### config.mk
export PLATFORM = sky130hd
export DESIGN_NAME = bcd_updown_counter
export DESIGN_NICKNAME = d
export VERILOG_FILES = /design/src/rtl/bcd_updown_counter.sv
export SDC_FILE = /design/constraint.sdc
export NUM_CORES = 1
export LEC_CHECK = 0
export ABC_AREA = 0
export CORE_MARGIN = 5
export CORE_UTILIZATION = 45
export CTS_CLUSTER_DIAMETER = 80
export DETAILED_ROUTE_END_ITERATION = 6
export PLACE_DENSITY = 0.74
export SYNTH_ARGS = -nofsm -noshare
export SYNTH_HDL_FRONTEND = slang
export SYNTH_SLANG_ARGS = --single-unit
### constraint.sdc
create_clock -name clk -period 5.2 [get_ports clk]
set_clock_uncertainty 0.1 [all_clocks]
set_input_delay 0.78 -clock clk [delete_from_list [all_inputs] [get_ports clk]]
set_output_delay 0.78 -clock clk [all_outputs]
set_load 0.02 [all_outputs]
### src/rtl/bcd_updown_counter.sv
// Multi-digit BCD up/down counter with synchronous load, wrap/saturate terminal
// handling, carry cascade pulse and registered active-low seven-segment bytes.
module bcd_updown_counter #(
  parameter int unsigned DIGITS = 4,
  parameter int unsigned WRAP   = 1,
  parameter int unsigned DP_POS = 3
) (
  input  logic                  clk,
  input  logic                  reset,
  input  logic                  en,
  input  logic                  up,
  input  logic                  load,
  input  logic [4*DIGITS-1:0]   load_val,
  output logic [4*DIGITS-1:0]   count,
  output logic [8*DIGITS-1:0]   hex,
  output logic                  carry_out,
  output logic                  load_err
);

  localparam int unsigned CW = 4 * DIGITS;
  localparam int unsigned HW = 8 * DIGITS;

  // {dp_n, g..a}, active-low; anything outside 0..9 blanks the digit
  function automatic logic [7:0] seg_byte(input logic [3:0] d, input logic dp_n);
    logic [6:0] s;
    case (d)
      4'd0:    s = 7'h40;
      4'd1:    s = 7'h79;
      4'd2:    s = 7'h24;
      4'd3:    s = 7'h30;
      4'd4:    s = 7'h19;
      4'd5:    s = 7'h12;
      4'd6:    s = 7'h02;
      4'd7:    s = 7'h78;
      4'd8:    s = 7'h00;
      4'd9:    s = 7'h10;
      default: s = 7'h7F;
    endcase
    return {dp_n, s};
  endfunction

  logic [CW-1:0] count_q, count_d, step_val;
  logic [HW-1:0] hex_q, hex_d, hex_rst;
  logic          carry_q, carry_d;
  logic          err_q, err_d;
  logic          load_ok, terminal, chain;
  logic [3:0]    dig;

  // Ripple step: a digit moves only while every lower digit sits at its limit
  always_comb begin
    step_val = count_q;
    chain    = 1'b1;
    load_ok  = 1'b1;
    dig      = 4'd0;
    for (int unsigned i = 0; i < DIGITS; i++) begin
      dig = count_q[4*i +: 4];
      if (chain) begin
        if (up) step_val[4*i +: 4] = (dig == 4'd9) ? 4'd0 : dig + 4'd1;
        else    step_val[4*i +: 4] = (dig == 4'd0) ? 4'd9 : dig - 4'd1;
      end
      chain = chain & (up ? (dig == 4'd9) : (dig == 4'd0));
      if (load_val[4*i +: 4] > 4'd9) load_ok = 1'b0;
    end
    terminal = chain;
  end

  // Next state: load beats enable; terminal step wraps or holds
  always_comb begin
    count_d = count_q;
    carry_d = 1'b0;
    err_d   = 1'b0;
    if (load) begin
      if (load_ok) count_d = load_val;
      else         err_d   = 1'b1;
    end else if (en) begin
      carry_d = terminal;
      if (!terminal || (WRAP != 0)) count_d = step_val;
    end
  end

  always_comb begin
    hex_d   = '0;
    hex_rst = '0;
    for (int unsigned i = 0; i < DIGITS; i++) begin
      hex_d[8*i +: 8]   = seg_byte(count_q[4*i +: 4], (i == DP_POS) ? 1'b0 : 1'b1);
      hex_rst[8*i +: 8] = seg_byte(4'd0, (i == DP_POS) ? 1'b0 : 1'b1);
    end
  end

  always_ff @(posedge clk) begin
    if (reset) begin
      count_q <= '0;
      hex_q   <= hex_rst;
      carry_q <= 1'b0;
      err_q   <= 1'b0;
    end else begin
      count_q <= count_d;
      hex_q   <= hex_d;
      carry_q <= carry_d;
      err_q   <= err_d;
    end
  end

  assign count     = count_q;
  assign hex       = hex_q;
  assign carry_out = carry_q;
  assign load_err  = err_q;

endmodule

==> flow_summary.json, run 1 <==
{
  "synth_top_family_by_area": "compound AO/OA/AOI/OAI gates",
  "yosysSeqAreaShare": 0.316,
  "gp_congestion": 0.860,
  "slew_violations": 0,
  "yosys.area.top_type": "dfxtp_1",
  "start_util": 0.462,
  "arrival_ns": 3.55,
  "ctsHtreeMaxLevel": 2,
  "antenna_cells": 0,
  "root_buffer": "clkbuf_8",
  "relSlewSlack": 0.546,
  "max_freq_ghz": 0.289,
  "internal_power_mw": 0.603,
  "synth_most_common_cell": "dfxtp_1",
  "power_frac_clock": 0.257,
  "period_share": 0.666,
  "syn_area_per_cell_sq_um": 7.67,
  "hold_viol": 0,
  "insertion_delay_ns": 0.30,
  "wl_per_cell_microns": 14.6,
  "yosys_register_bits": 46,
  "switching_share": 0.322,
  "synthAdderAreaFrac": 0.0858,
  "drt_pass1_iterations": 4,
  "std_cell_rows": 29,
  "grt_pass1_wl_mm": 12.6,
  "peakVddDrop_mv": 0.110,
  "drc": 0,
  "tightestPinTransition_ns": 0.679,
  "grt_remaining_overflow": 0,
  "rsz0062_at_grt": "false",
  "grt_max_degree": 37,
  "crit_chain": "clkdlybuf4s50_1 -> buf_4 -> or3b_2 -> a221o_1 -> o2bb2ai_1 -> mux2i_1 -> nor2_1",
  "cts_tree": "yes",
  "grt.met2_usage": 0.292,
  "die_y_microns": 90.5,
  "grt_pass1_vias": 2654,
  "numPortBuffers": 66,
  "dieArea_sq_um": 8190,
  "cp_slowest_stage_delay_ns": 0.76,
  "endpoint_kind": "flop",
  "syn_inst": 380,
  "synth_top_area_share": 0.316,
  "start_kind": "input pin",
  "dr_total_vias": 2840,
  "crit_fanout": 20,
  "post_drt_via_cell_ratio": 5.60,
  "clock_path_buffers": 2,
  "comb_power_share": 0.288,
  "use_met3": 0.0325,
  "synthMuxAreaShare": 0.0253,
  "ant_nets": 0,
  "synth_xor_area_frac": 0.00601,
  "nets": 470,
  "dieWidth_microns": 90.5,
  "crit_type": "in2reg",
  "postCtsSetupRepairBufs": 0,
  "drive_above_1_share": 0.0488,
  "grt_usage": 0.180,
  "drt_iter0_drc": 174,
  "synth_commonest_cells": "dfxtp_1, nand2_1, a21oi_1, nor2_1, inv_1",
  "synth-edff-count": 0,
  "finalSetupViolCount": 0,
  "path_clk_slew_ns": 0.09,
  "synth_compound_area_frac": 0.278,
  "cts_buffers": 5,
  "syn_area_sq_um": 2920,
  "pin_count": 71,
  "ctsHoldBuffers": 0,
  "outcome": "finished, final reports clean",
  "synth_ff_type": "dfxtp_1",
  "p_sw_mw": 0.287,
  "holdCritPathClass": "reg2reg",
  "synth_warnings": 0,
  "core_sq_um": 6310,
  "hpwl_mm": 5.25,
  "busiest_layer": "met2",
  "setup-tns-final_ns": 0,
  "area_growth_pct": 25.6,
  "use_met1": 0.243,
  "synth-simple-area-share": 0.209,
  "cp.required_ns": 5.29,
  "leakage_nw": 1.41,
  "async_reset_ff_frac": 0,
  "ys_top_cells_by_area": "dfxtp_1, ha_1, a21oi_1, nand2_1, nor2_1",
  "r2r_slack_ns": 2.43,
  "power.share.sequential": 0.455,
  "antenna_found_initial": 0,
  "yosysUniqueCellTypes": 51,
  "cp_slowest_cell": "clkdlybuf4s50_1",
  "finalCriticalPeriod_ns": 3.46,
  "powerDensity_nw_per_um2": 243,
  "cts_sinks": 46,
  "maxCapViolCount": 0,
  "cts_resized": 0,
  "report.power.total_mw": 0.890,
  "totalWireLength_mm": 7.42
}
[registers in the layout, summed over array words and instances, names as in the netlist]
signal	count
carry_out	1
count	16
hex	28
load_err	1
[per-layer routing]
metal / share of wire / routed length, microns
met3: 0.054 / 401
met4: 0.0088 / 65
met1: 0.47 / 3510
met2: 0.46 / 3440
met5: 0 / 0
[power groups by stage]
stage	registers, mW	logic, mW	clock network, mW
2_1_floorplan	0.429	0.147	0
3_3_place_gp	0.412	0.251	0
3_5_place_dp	0.413	0.254	0
4_1_cts	0.404	0.256	0.238
5_1_grt	0.409	0.282	0.253
6_report	0.405	0.256	0.229
[worst paths after layout]
path	from	endpoint	cells past startpoint
min reg2reg	count[0]	count[0]	2
min	count[0]	count[0]	2
max reg2reg	count[0]	count[13]	7
max	up	count[13]	7
[area by class of cell]
| type | count | area (sq um) |
|---|---|---|
| clock buffers | 7 | 86.3 |
| clock inverters | 1 | 5.00 |
| fillers | 584 | 2650 |
| inverters | 25 | 93.8 |
| multi-input cells | 282 | 1780 |
| flip-flops and latches | 46 | 921 |
| well taps | 77 | 96.3 |
| repair buffers | 69 | 683 |
[worst max-delay path, delay by kind of cell]
kind | cells | cell delay, ns
buffers and inverters | 2 | 1.14
AOI/OAI and AO/OA | 2 | 0.84
muxes | 1 | 0.27
and+or+nand+nor | 2 | 0.53
[placed cells by master, fill, tap and decap left out, drive strengths merged, types with 3 or more instances in the layout]
cell type / count
mux2: 3
a211oi: 8
nand2b: 7
nor2: 38
clkdlybuf4s50: 66
a221oi: 4
nand3b: 3
nand2: 43
conb: 4
nor2b: 5
a31oi: 11
a221o: 5
o21ai: 21
ha: 20
mux2i: 4
a21oi: 38
a211o: 5
clkbuf: 7
o21bai: 6
buf: 3
nor3b: 3
o21a: 4
dfxtp: 46
nor3: 9
nand3: 5
inv: 25
[through the flow]
step                      setup slack (ns)  utilization  hold WS, ns  area (sq um)  instances
after floorplan                       2.68            -        0.493          2920        382
after global placement                1.57        0.565        0.461          3570        499
after detailed placement              1.47        0.565        0.483          3570        499
after CTS                             1.80        0.580        0.497          3660        507
after global routing                  1.59        0.580        0.534          3660        507
final                                 1.74        0.580        0.502          3660        507
[logic make-up after synthesis]
logic type      after synthesis
simple gates                127
fa+ha+maj                    20
buf+inv                      54
mux                           7
flops                        46
xor+xnor                      2
compound gates              122
other cells                   2
(Power assumes the default switching activity.)
==> run 2, diff against run 1 <==
PLACE_DENSITY = 0.77   (was 0.74)
clock period = 2.8 ns   (was 5.2 ns; I/O delays follow)
==> run 2 against run 1 <==
Effect of this change: critical endpoint is now count[8]; worst hold slack got worse by 0.042 ns; largest cell class unchanged; non-clock buffer count increased by 8; largest power group unchanged; final cell count increased by 1.6%.
==> flow_summary.json, run 2 (same netlist as run 1, synthesis figures left out) <==
{
  "grt_usage": 0.176,
  "peakVddDrop_mv": 0.226,
  "cp_slowest_stage_delay_ns": 0.50,
  "max_freq_ghz": 0.396,
  "setup-tns-final_ns": 0,
  "ant_nets": 0,
  "crit_fanout": 9,
  "regArea_sq_um": 921,
  "dp_cells": 507,
  "crit_chain": "inv_1 -> ha_1 -> or4b_4 -> a221o_1 -> o2bb2a_4 -> a221o_1 -> a21oi_1",
  "pin_count": 71,
  "gp_congestion": 0.847,
  "tightestPinTransition_ns": 0.598,
  "drt_iter0_drc": 140,
  "postCtsSetupRepairBufs": 0,
  "multi_input_area_sq_um": 1780,
  "die_y_microns": 90.5,
  "antenna_cells": 0,
  "grt_remaining_overflow": 0,
  "drc": 0,
  "grt_max_degree": 45,
  "root_buffer": "clkbuf_8",
  "drive_above_1_share": 0.0685,
  "insertion_delay_ns": 0.30,
  "cts_buffers": 5,
  "relSlewSlack": 0.601,
  "final_common_cell": "clkdlybuf4s50_1",
  "final_cell_mix": "clkdlybuf4s50_1, dfxtp_1, nand2_1",
  "finalCriticalPeriod_ns": 2.53,
  "core_sq_um": 6310,
  "slew_violations": 0,
  "cp_slowest_cell": "or4b_4",
  "std_cell_rows": 29,
  "numPortBuffers": 66,
  "dr_total_vias": 2846,
  "period_share": 0.902,
  "totalWireLength_mm": 7.42,
  "nets": 478,
  "start_util": 0.462,
  "leakage_nw": 1.45,
  "powerDensity_nw_per_um2": 447,
  "antenna_found_initial": 0,
  "grt_pass1_wl_mm": 12.3,
  "finalSetupViolCount": 0,
  "final_cells": 515,
  "arrival_ns": 2.66,
  "endpoint_kind": "flop",
  "rsz0062_at_grt": "false",
  "ctsHtreeMaxLevel": 2,
  "drt_pass1_iterations": 4,
  "largest_register_ffs": 28,
  "fillers": 614,
  "outcome": "finished, final reports clean",
  "cts_tree": "yes",
  "cts_sinks": 46,
  "crit_type": "reg2reg",
  "report.power.total_mw": 1.67,
  "hold_viol": 0,
  "ctsHoldBuffers": 0,
  "wl_per_cell_microns": 14.4,
  "cp.required_ns": 2.94,
  "grt_pass1_vias": 2613,
  "clock_path_buffers": 2,
  "cts_resized": 0,
  "area_growth_pct": 27.8,
  "dieWidth_microns": 90.5,
  "hpwl_mm": 5.32,
  "holdCritPathClass": "reg2reg",
  "dieArea_sq_um": 8190,
  "start_kind": "flop",
  "crit_top_cell": "a221o_1",
  "post_drt_via_cell_ratio": 5.53,
  "maxCapViolCount": 0,
  "path_clk_slew_ns": 0.09
}
-- run 2: cell types whose count changed in the layout (fill, tap and decap cells not counted), sizes merged --
cell / change
buf: +8
clkbuf: -1
clkinvlp: +1
-- run 2: worst max-delay path, delay by kind of cell, from the launching register on --
family	cells	cell delay [ns]
compound gates	4	1.06
simple gates	1	0.50
flops	1	0.40
fa+ha+maj	1	0.28
buf+inv	1	0.13
-- run 2: report_power, final --
part / leakage (nW) / internal, mW / switching (mW)
registers: 0.375 / 0.697 / 0.0368
clock network: 0.0472 / 0.199 / 0.232
logic: 1.02 / 0.232 / 0.270
total: 1.45 / 1.13 / 0.538
-- run 2: per-stage QoR --
step | hold WS [ns] | util | instance area, sq um | setup slack [ns]
after floorplan | 0.491 | - | 2920 | 0.279
after global placement | 0.446 | 0.575 | 3630 | 0.228
after detailed placement | 0.449 | 0.575 | 3630 | 0.147
after CTS | 0.466 | 0.590 | 3720 | 0.263
after global routing | 0.511 | 0.590 | 3720 | 0.0894
final | 0.460 | 0.590 | 3720 | 0.273
-- run 2: path summary, 6_finish.rpt --
path | start | endpoint | slack [ns] | cells past startpoint
hold / removal | count[0] | count[0] | 0.46 | 2
setup / recovery | count[1] | count[8] | 0.27 | 7
setup reg to reg | count[1] | count[8] | 0.27 | 7
hold reg to reg | count[0] | count[0] | 0.46 | 2
-- run 2: metal layers --
metal	wire length, microns	up-vias	share of wire	track usage
met3	427	9	0.058	0.0367
li1	-	1448	-	-
met4	91	0	0.012	0.0620
met1	3520	1312	0.47	0.237
met5	0	-	0	0
met2	3380	77	0.46	0.277
-- run 2: cell type report --
type                    instances  share of cell area
clock buffers                   6              0.0222
clock inverters                 2             0.00336
inverters                      25              0.0252
multi-input cells             282               0.477
flip-flops and latches         46               0.247
well taps                      77              0.0259
repair buffers                 77               0.200
==> run 3, diff against run 2 <==
ABC_AREA = not set   (was 0)
==> results of run 3 <==
No change in the layout: final DEF, timing and power equal those of run 2.
